--- config.mk ---
export PLATFORM = sky130hd
export DESIGN_NAME = time_keeper
export DESIGN_NICKNAME = d
export VERILOG_FILES = /design/src/rtl/time_keeper.sv
export SDC_FILE = /design/constraint.sdc
export NUM_CORES = 1
export LEC_CHECK = 0
export ABC_AREA = 1
export CORE_MARGIN = 1.5
export CORE_UTILIZATION = 31
export CTS_CLUSTER_DIAMETER = 40
export CTS_CLUSTER_SIZE = 14
export DETAILED_ROUTE_END_ITERATION = 10
export PLACE_DENSITY_LB_ADDON = 0.08
export RECOVER_POWER = 50
export SLEW_MARGIN = 20
export SYNTH_ARGS = -nofsm -noshare
export SYNTH_HDL_FRONTEND = slang
export SYNTH_SLANG_ARGS = --single-unit
--- constraint.sdc ---
create_clock -name Clk -period 4.4 [get_ports Clk]
set_input_delay 0.88 -clock Clk [delete_from_list [all_inputs] [get_ports Clk]]
set_output_delay 0.88 -clock Clk [all_outputs]
set_load 0.02 [all_outputs]
--- src/rtl/time_keeper.sv ---
// time_keeper: alarm-clock timekeeping core; run/set modes, field increments, alarm match and ring.
// CT/ST use the display packing: day, binary hour, BCD minute tens/units.
module time_keeper #(
    parameter int CLK_PER_SEC = 50000000
) (
    input  logic        Clk,
    input  logic        Clr,
    input  logic [1:0]  S,
    input  logic [1:0]  CW,
    input  logic        Inc,
    input  logic        Ack,
    output logic [14:0] CT,
    output logic [15:0] ST,
    output logic [5:0]  Sec,
    output logic        Tick,
    output logic        Ring
);
    localparam int PW = $clog2(CLK_PER_SEC);
    localparam logic [PW-1:0] LAST = PW'(CLK_PER_SEC - 1);

    logic [PW-1:0] pcnt, pcnt_n;
    logic [5:0]    sec_n;
    logic [14:0]   ct_n;
    logic [15:0]   st_n;
    logic inc_q, ack_q, inc_e, ack_e, set_t, a_inc, wrap, min_wrap;
    logic t_min, t_hr, t_day, hit, ring_n;

    // BCD minute pair increment, 59 wraps to 00 with no carry out
    function automatic logic [6:0] min_inc(input logic [6:0] m);
        return m[3:0] == 4'd9 ? {m[6:4] == 3'd5 ? 3'd0 : m[6:4] + 3'd1, 4'd0}
                              : {m[6:4], m[3:0] + 4'd1};
    endfunction

    function automatic logic [4:0] hr_inc(input logic [4:0] h);
        return h == 5'd23 ? 5'd0 : h + 5'd1;
    endfunction

    always_comb begin
        inc_e    = Inc & ~inc_q;
        ack_e    = Ack & ~ack_q;
        set_t    = S == 2'b01;
        a_inc    = S == 2'b10 && inc_e;
        wrap     = !set_t && pcnt == LAST;
        min_wrap = wrap && Sec == 6'd59;
        pcnt_n   = (set_t || wrap) ? '0 : pcnt + PW'(1);
        sec_n    = set_t ? 6'd0 : !wrap ? Sec : Sec == 6'd59 ? 6'd0 : Sec + 6'd1;
        t_min    = min_wrap || (set_t && inc_e && CW == 2'b00);
        t_hr     = (min_wrap && CT[6:0] == 7'h59) || (set_t && inc_e && CW == 2'b01);
        t_day    = (min_wrap && CT[11:0] == {5'd23, 7'h59}) || (set_t && inc_e && CW == 2'b10);
        ct_n     = {t_day ? (CT[14:12] == 3'd6 ? 3'd0 : CT[14:12] + 3'd1) : CT[14:12],
                    t_hr ? hr_inc(CT[11:7]) : CT[11:7],
                    t_min ? min_inc(CT[6:0]) : CT[6:0]};
        // alarm day is 3 bits so +1 wraps 7 (daily) back to 0 naturally
        st_n     = {ST[15] ^ (a_inc && CW == 2'b11),
                    a_inc && CW == 2'b10 ? ST[14:12] + 3'd1 : ST[14:12],
                    a_inc && CW == 2'b01 ? hr_inc(ST[11:7]) : ST[11:7],
                    a_inc && CW == 2'b00 ? min_inc(ST[6:0]) : ST[6:0]};
        hit      = min_wrap && ST[15] && ct_n[11:0] == ST[11:0] &&
                   (ST[14:12] == 3'd7 || ST[14:12] == ct_n[14:12]);
        // clearing beats setting; a disabled alarm can never be left ringing
        ring_n   = (ack_e || !st_n[15]) ? 1'b0 : hit | Ring;
    end

    always_ff @(posedge Clk or negedge Clr) begin
        if (!Clr) begin
            pcnt  <= '0;
            Sec   <= '0;
            CT    <= '0;
            ST    <= '0;
            Tick  <= 1'b0;
            Ring  <= 1'b0;
            inc_q <= 1'b0;
            ack_q <= 1'b0;
        end else begin
            pcnt  <= pcnt_n;
            Sec   <= sec_n;
            CT    <= ct_n;
            ST    <= st_n;
            Tick  <= wrap;
            Ring  <= ring_n;
            inc_q <= Inc;
            ack_q <= Ack;
        end
    end
endmodule

==> reports/results.ini, run 1 <==
[status]
status = finished, violations left
violations = capacitance limit, slew limit

[cts]
cts_tree = done
cts_inserted_buffers = 9
cts_root_buffer = clkbuf_16
clk_pin_slew_ns = 0.06
cts-resized-gates = 0
clock_path_buffers = 2
clk_latency_ns = 0.33
cts_max_level = 3
cts_hold_buf = 0
clock-sinks = 67
postCtsSetupRepairBufs = 0

[floorplan]
core_um2 = 12600
initial_core_util = 0.319
rows = 41
die_h_um = 117
io_pins = 47
die_area_um2 = 13700
die_w_um = 117

[finish]
syn_to_final_growth_pct = 24.9
finalNetCount = 615
diodes = 0
layout.cells.most_common_list = nand2_1, inv_1, dfrtp_1
drive_above_1_share = 0.0908
fin_area_um2 = 5020
layout_commonest_cell = nand2_1

[power_and_ir_drop]
p_leak_nw = 2.30
switching_share = 0.313
p_seq_frac = 0.380
share_clk_of_total_power = 0.388
powerDensity_nw_per_um2 = 412
p_int_mw = 1.42
combPwrFrac = 0.232
ir_drop_mv = 0.253
p_sw_mw = 0.648

[logic_synthesis]
syn_nets = 558
yosys.area.top_type = dfrtp_1
synth_simple_gate_area_frac = 0.374
yosysWarnings = 0
synth_seq_area_share = 0.417
synth_compound_area_frac = 0.0821
synth-edff-count = 0
synthMuxAreaShare = 0.00280
synth_top_area_share = 0.417
synth.area.top_cells = dfrtp_1, nand2_1, nand3_1
synth-seq-cells = 67
ys_types = 36
async_reset_ff_frac = 1.00
synth_xor_area_frac = 0.0218
dominantRegCellSynth = dfrtp_1
synthAdderAreaFrac = 0.0187
avgSynthCellArea_um2 = 7.39
syn_area_um2 = 4020
synth_top_family_by_area = simple AND/OR/NAND/NOR gates
synthCells = 544

[grt]
grt_pass1_wl_mm = 17.2
grt_pass1_vias = 3521
grt.total_usage = 0.164
grt-ovfl-total = 0
grt_max_degree = 44
antenna_found_initial = 0

[sta]
finalHoldViolCount = 0
fin_tns_setup_ns = 0
finalSetupViolCount = 0
worst_slew_pin_slew_ns = 2.30
min_period_ns = 3.16
slew_headroom = -0.533
report.final.slew_viol_count = 44
skew_ns = 0.00711
rsz0062_at_grt = no
period_share = 0.718
fmax_mhz = 317

[routing]
ant_nets = 0
drc = 0
dr.pass1.iters = 4
wl_per_cell_um = 13.0
drt-total-wl_mm = 10.1
viasPerCell = 4.63
via_count = 3605
drtIter0Drc = 172

[setup_path]
startpoint_type = primary input
r2r_cells = 9
critical_path_peak_fanout = 18
reg2reg_setup_slack_ns = 1.71
r2r_end = pcnt[15]
r2r-start = pcnt[0]
crit_path_end_kind = register
worstPathRequired_ns = 4.62
critical_path_class = in2reg
cp_data_arrival_time_ns = 3.38

[placed_design]
hpwlAfterDp_mm = 7.55
placed_area_um2 = 4700
portBuffers = 46
gp_congestion = 0.901

[run]
maxCapViolCount = 1

[worst_hold_path]
hold_class = reg2reg
holdPathEnd = pcnt[21]
holdPathStages = 1
min-delay-start = pcnt[21]

-- per-layer routing --
| layer | vias up | routed length [µm] | track usage |
|---|---|---|---|
| met2 | 53 | 4980 | 0.273 |
| met4 | 0 | 104 | 0.0490 |
| li1 | 1878 | - | - |
| met5 | - | 0 | 0 |
| met3 | 9 | 278 | 0.0474 |
| met1 | 1665 | 4770 | 0.207 |
-- synth_stat cells, drive strengths merged (2+ instances only) --
cell and count:
a21oi 20, a31oi 2, clkbuf 2, dfrtp 67, ha 6, inv 87, nand2 136, nand3 69
nand3b 2, nand4 12, nor2 68, nor3 17, nor4 3, o21ai 28, o22ai 6, xor2 9
-- power by group through the flow --
stage | Clock [mW] | Sequential (mW) | Combinational (mW)
final | 0.803 | 0.786 | 0.481
after global routing | 0.863 | 0.800 | 0.540
after CTS | 0.831 | 0.788 | 0.490
after detailed placement | 0 | 0.799 | 0.487
after global placement | 0 | 0.798 | 0.487
after floorplan | 0 | 0.845 | 0.224
-- worst max path at each step --
stage	slack (ns)	cells after the start	from	endpoint
final	1.24	8	S[1]	pcnt[15]
after global routing	0.83	2	Clr	CT[0]
after CTS	1.47	15	S[0]	Ring
after detailed placement	1.12	15	S[0]	Ring
after global placement	1.19	15	S[0]	Ring
after floorplan	2.01	15	S[1]	Ring
-- through the flow --
stage                     total power [mW]  hold slack, ns  setup WS [ns]  std cells   util
after floorplan                       1.07           0.467           2.01        544      -
after global placement                1.28           0.504           1.19        762  0.372
after detailed placement              1.29           0.502           1.12        762  0.372
after CTS                             2.11           0.518           1.47        778  0.398
after global routing                  2.20           0.550          0.828        778  0.398
final                                 2.07           0.511           1.24        778  0.398
-- registers in the layout (all words and copies together), names as in the netlist --
| name | count |
|---|---|
| ST | 16 |
| ack_q | 1 |
| pcnt | 26 |
| CT | 15 |
| inc_q | 1 |
| Ring | 1 |
| Sec | 6 |
| Tick | 1 |
-- final cells by class --
| cell class | count | area (µm²) |
|---|---|---|
| fillers | 1346 | 7600 |
| multi-input cells | 387 | 2010 |
| flip-flops and latches | 67 | 1680 |
| repair buffers | 48 | 463 |
| inverters | 88 | 330 |
| clock buffers | 12 | 256 |
| well taps | 172 | 215 |
| clock inverters | 4 | 72.6 |
-- critical path, stage by stage --
cell	delay, ns
dlygate4sd3_1	0.52
inv_1	0.05
nand2_1	0.26
inv_1	0.10
nor2_1	0.11
clkbuf_1	0.60
inv_1	0.49
a211oi_1	0.36
-- logic make-up after synthesis --
logic type,after synthesis
fa+ha+maj,6
xor+xnor,10
simple gates,309
flops,67
compound gates,61
buf+inv,90
mux,1
Note: power is estimated with default switching activity, not from simulation.
==> run 2, diff against run 1 <==
clock period = 3 ns   (was 4.4 ns; I/O delays follow)
==> reports/results.ini, run 2 (synthesis results as in run 1) <==
[setup_path]
critPathMaxStageDelay_ns = 0.61
path_cells = dlygate4sd3_1, inv_1, nand2_1, clkbuf_1, inv_1, nor2_1, clkbuf_1, o21ai_0, a31oi_1
critPathSlowestCell = clkbuf_1
reg2reg_setup_slack_ns = 0.58
worstPathRequired_ns = 3.25
startpoint_type = primary input
setup.worst_path.end = pcnt[16]
setup.worst_path.start = S[1]
critical_path_peak_fanout = 17
crit_path_end_kind = register
r2r-start = pcnt[0]
path_buf_inv = 5
critical_path_class = in2reg
cp_data_arrival_time_ns = 2.79
cpLargestDelayFamily = buffers and inverters
r2r_end = pcnt[22]
path_depth = 9
r2r_cells = 13

[sta]
period_share = 0.846
fmax_mhz = 394
min_period_ns = 2.54
rsz0062_at_grt = no
finalSetupViolCount = 0
finalHoldViolCount = 0
slew_headroom = -0.172
skew_ns = 0.00953
report.final.slew_viol_count = 68
worst_slew_pin_slew_ns = 1.76
fin_tns_setup_ns = 0

[finish]
finalNonFillerCells = 780
diodes = 0
top_register = pcnt
layout.cells.most_common_list = nand2_1, inv_1, dfrtp_1
finalNetCount = 620
drive_above_1_share = 0.0872
layout_commonest_cell = nand2_1
syn_to_final_growth_pct = 23.6
fin_area_um2 = 4970
largest_reg_flops = 26
post-route-util = 0.394
reg_top3 = pcnt: 26 flops, ST: 16 flops, CT: 15 flops

[cts]
cts_max_level = 3
clock_path_buffers = 2
cts_root_buffer = clkbuf_16
cts_tree = done
postCtsSetupRepairBufs = 0
cts_inserted_buffers = 9
clock-sinks = 67
clk_latency_ns = 0.33
cts-resized-gates = 0
cts_hold_buf = 0
clk_pin_slew_ns = 0.06

[power_and_ir_drop]
share_clk_of_total_power = 0.335
ir_drop_mv = 0.237
powerDensity_nw_per_um2 = 563
p_seq_frac = 0.413
p_leak_nw = 2.29
power_mw = 2.80
combPwrFrac = 0.252
p_int_mw = 1.88
switching_share = 0.328
p_sw_mw = 0.917

[floorplan]
rows = 41
die_w_um = 117
initial_core_util = 0.319
io_pins = 47
die_h_um = 117
die_area_um2 = 13700
core_um2 = 12600

[placed_design]
placed_area_um2 = 4750
hpwlAfterDp_mm = 7.50
portBuffers = 46
dp_cells = 767
gp_congestion = 0.816

[status]
violations = capacitance limit, slew limit
status = finished, violations left

[grt]
antenna_found_initial = 0
grt.total_usage = 0.162
grt_pass1_vias = 3399
grt_pass1_wl_mm = 16.8
grt_max_degree = 68
grt-ovfl-total = 0

[worst_hold_path]
min-delay-start = pcnt[21]
hold_class = reg2reg

[routing]
ant_nets = 0
dr.pass1.iters = 4
drt-total-wl_mm = 10.1
drc = 0
viasPerCell = 4.67
drtIter0Drc = 188
wl_per_cell_um = 13.0
via_count = 3639

[run]
maxCapViolCount = 1

==> run 2: changes by cell type in the layout (fill, tap and decap cells not counted), moves of 2 or more <==
cell       change
buf_4          +4
bufinv_16      -2
clkbuf_1       +2
nor2_1         +2
nor2_2         -2
==> run 2: final cells by class <==
cell class / count / area [µm²]
flip-flops and latches: 67 / 1680
fillers: 1344 / 7650
clock buffers: 13 / 250
multi-input cells: 387 / 2000
well taps: 172 / 215
inverters: 88 / 330
repair buffers: 53 / 498
==> run 2: metrics by stage <==
step	hold WS (ns)	worst slack [ns]
finish	0.518	0.462
global route	0.533	0.200
CTS	0.315	0.575
floorplan	0.304	0.837
global placement	0.503	0.284
detailed placement	0.507	0.242
==> run 2: worst min path at each step <==
| stage | endpoint | slack, ns | cells past startpoint |
|---|---|---|---|
| 2_1_floorplan | CT[0] | 0.30 | 0 |
| 3_3_place_gp | pcnt[21] | 0.50 | 1 |
| 3_5_place_dp | pcnt[21] | 0.51 | 1 |
| 4_1_cts | pcnt[10] | 0.31 | 2 |
| 5_1_grt | pcnt[21] | 0.53 | 1 |
| 6_report | pcnt[21] | 0.52 | 1 |
==> run 2: layer usage <==
layer / wire length, µm / vias to the layer above / track usage
met3: 328 / 4 / 0.0438
met2: 4820 / 57 / 0.258
met4: 48 / 0 / 0.0530
met5: 0 / - / 0
met1: 4900 / 1691 / 0.215
li1: - / 1887 / -
==> run 2: power by group through the flow <==
stage | Clock (mW) | Combinational (mW) | Sequential (mW)
3_3_place_gp | 0 | 0.722 | 1.17
6_report | 0.939 | 0.706 | 1.16
4_1_cts | 0.976 | 0.723 | 1.16
2_1_floorplan | 0 | 0.329 | 1.24
5_1_grt | 1.02 | 0.802 | 1.18
3_5_place_dp | 0 | 0.719 | 1.17
==> run 3, diff against run 2 <==
clock period = 2.3 ns   (was 3 ns; I/O delays follow)
==> reports/results.ini, run 3 (synthesis results as in run 1) <==
[status]
status = finished, violations left
violations = capacitance limit, slew limit

[routing]
ant_nets = 0
drt-total-wl_mm = 10.7
dr.pass1.iters = 4
wl_per_cell_um = 12.7
drtIter0Drc = 164
drc = 0
viasPerCell = 4.62
via_count = 3894

[sta]
finalHoldViolCount = 0
rsz0062_at_grt = yes
finalSetupViolCount = 0
report.final.slew_viol_count = 68
skew_ns = 0.00681
slew_headroom = -0.163
worst_slew_pin_slew_ns = 1.74
worst_hold_slack_ns = 0.500
period_share = 0.951
fmax_mhz = 457
min_period_ns = 2.19

[power_and_ir_drop]
ir_drop_mv = 0.400
p_leak_nw = 2.64
powerDensity_nw_per_um2 = 690
power_mw = 3.85

[finish]
post-route-util = 0.442
finalNonFillerCells = 842
finalNetCount = 679
top_register = pcnt
diodes = 0
layout_commonest_cell = nand2_1
largest_reg_flops = 26
layout.cells.most_common_list = nand2_1, inv_1, dfrtp_1, nand3_1, buf_4
drive_above_1_share = 0.209
reg_top3 = pcnt: 26 flops, ST: 16 flops, CT: 15 flops
syn_to_final_growth_pct = 38.7

[floorplan]
die_w_um = 117
initial_core_util = 0.319
core_um2 = 12600
rows = 41
die_area_um2 = 13700
io_pins = 47
die_h_um = 117

[setup_path]
setup.worst_path.start = pcnt[0]
critical_path_class = reg2reg
critical_path_peak_fanout = 8
reg2reg_setup_slack_ns = 0.11
worstPathRequired_ns = 2.56
startpoint_type = register
r2r-start = pcnt[0]
setup.worst_path.end = Ring
r2r_end = Ring
cp_data_arrival_time_ns = 2.45
crit_path_end_kind = register
r2r_cells = 18

[cts]
cts_tree = done
cts_inserted_buffers = 9
cts_root_buffer = clkbuf_16
cts_max_level = 3
clock_path_buffers = 2
clk_pin_slew_ns = 0.06
clk_latency_ns = 0.34
clock-sinks = 67
cts_hold_buf = 0

[placed_design]
portBuffers = 46
gp_congestion = 0.838
dp_cells = 811
hpwlAfterDp_mm = 7.78

[grt]
grt.total_usage = 0.169
antenna_found_initial = 0
grt_pass1_wl_mm = 17.9
grt_pass1_vias = 3693
grt_max_degree = 68
grt-ovfl-total = 0

[worst_hold_path]
hold_class = reg2reg

[run]
maxCapViolCount = 1

-- run 3: worst max-delay path, cell delays in order (launching register included) --
cell     delay, ns
dfrtp_1       0.36
buf_6         0.11
ha_4          0.15
nand2_4       0.06
nor2_4        0.12
nand2_2       0.08
nor2_4        0.14
nand4_4       0.13
nand2_4       0.15
inv_4         0.06
nand2_2       0.08
nand2_2       0.05
nand2_1       0.06
nand2_1       0.05
nor2_1        0.12
nand2_1       0.10
nor2_2        0.10
nand3_1       0.07
a21oi_1       0.14
-- run 3: metal layers --
| layer | vias up | share of wire | global-route usage |
|---|---|---|---|
| met4 | 0 | 0.013 | 0.0586 |
| met1 | 1802 | 0.48 | 0.219 |
| li1 | 2014 | - | - |
| met5 | - | 0 | 0 |
| met3 | 14 | 0.031 | 0.0412 |
| met2 | 64 | 0.48 | 0.276 |
-- run 3: how the worst min path moves through the flow --
| stage | start | end | slack (ns) | cells past startpoint |
|---|---|---|---|---|
| after floorplan | Clr | CT[0] | 0.16 | 0 |
| after global placement | pcnt[21] | pcnt[21] | 0.50 | 1 |
| after detailed placement | pcnt[21] | pcnt[21] | 0.50 | 1 |
| after CTS | Clr | pcnt[10] | 0.16 | 2 |
| after global routing | pcnt[12] | pcnt[12] | 0.53 | 1 |
| final | pcnt[12] | pcnt[12] | 0.50 | 1 |
-- run 3: final cells by class --
type	count	area (µm²)
clock buffer	11	243
tap	172	215
inverter	88	333
fill	1287	7040
sequential	67	1680
multi-input combinational	387	2110
timing repair buffer	112	972
clock inverter	5	28.8
-- run 3: power breakdown --
part	internal [mW]	switching, mW	leakage [nW]
clock network	0.753	0.528	0.139
logic	0.485	0.577	1.67
registers	1.32	0.188	0.834
-- run 3: what timing repair did --
| item | 4_1_cts | 5_1_grt |
|---|---|---|
| pin swaps | 2 | 19 |
| buffers inserted | 2 | 13 |
| endpoints found under the setup margin | 1 | 6 |
| resized for setup | 0 | 32 |
-- run 3: stage by stage --
stage | setup WS, ns | area [µm²] | setup TNS (ns)
after CTS | 0.00805 | 5380 | 0
after detailed placement | -0.223 | 5080 | -0.277
after global routing | -0.0516 | 5580 | -0.180
after floorplan | 0.137 | 4020 | 0
final | 0.112 | 5580 | 0
after global placement | -0.206 | 5080 | -0.432
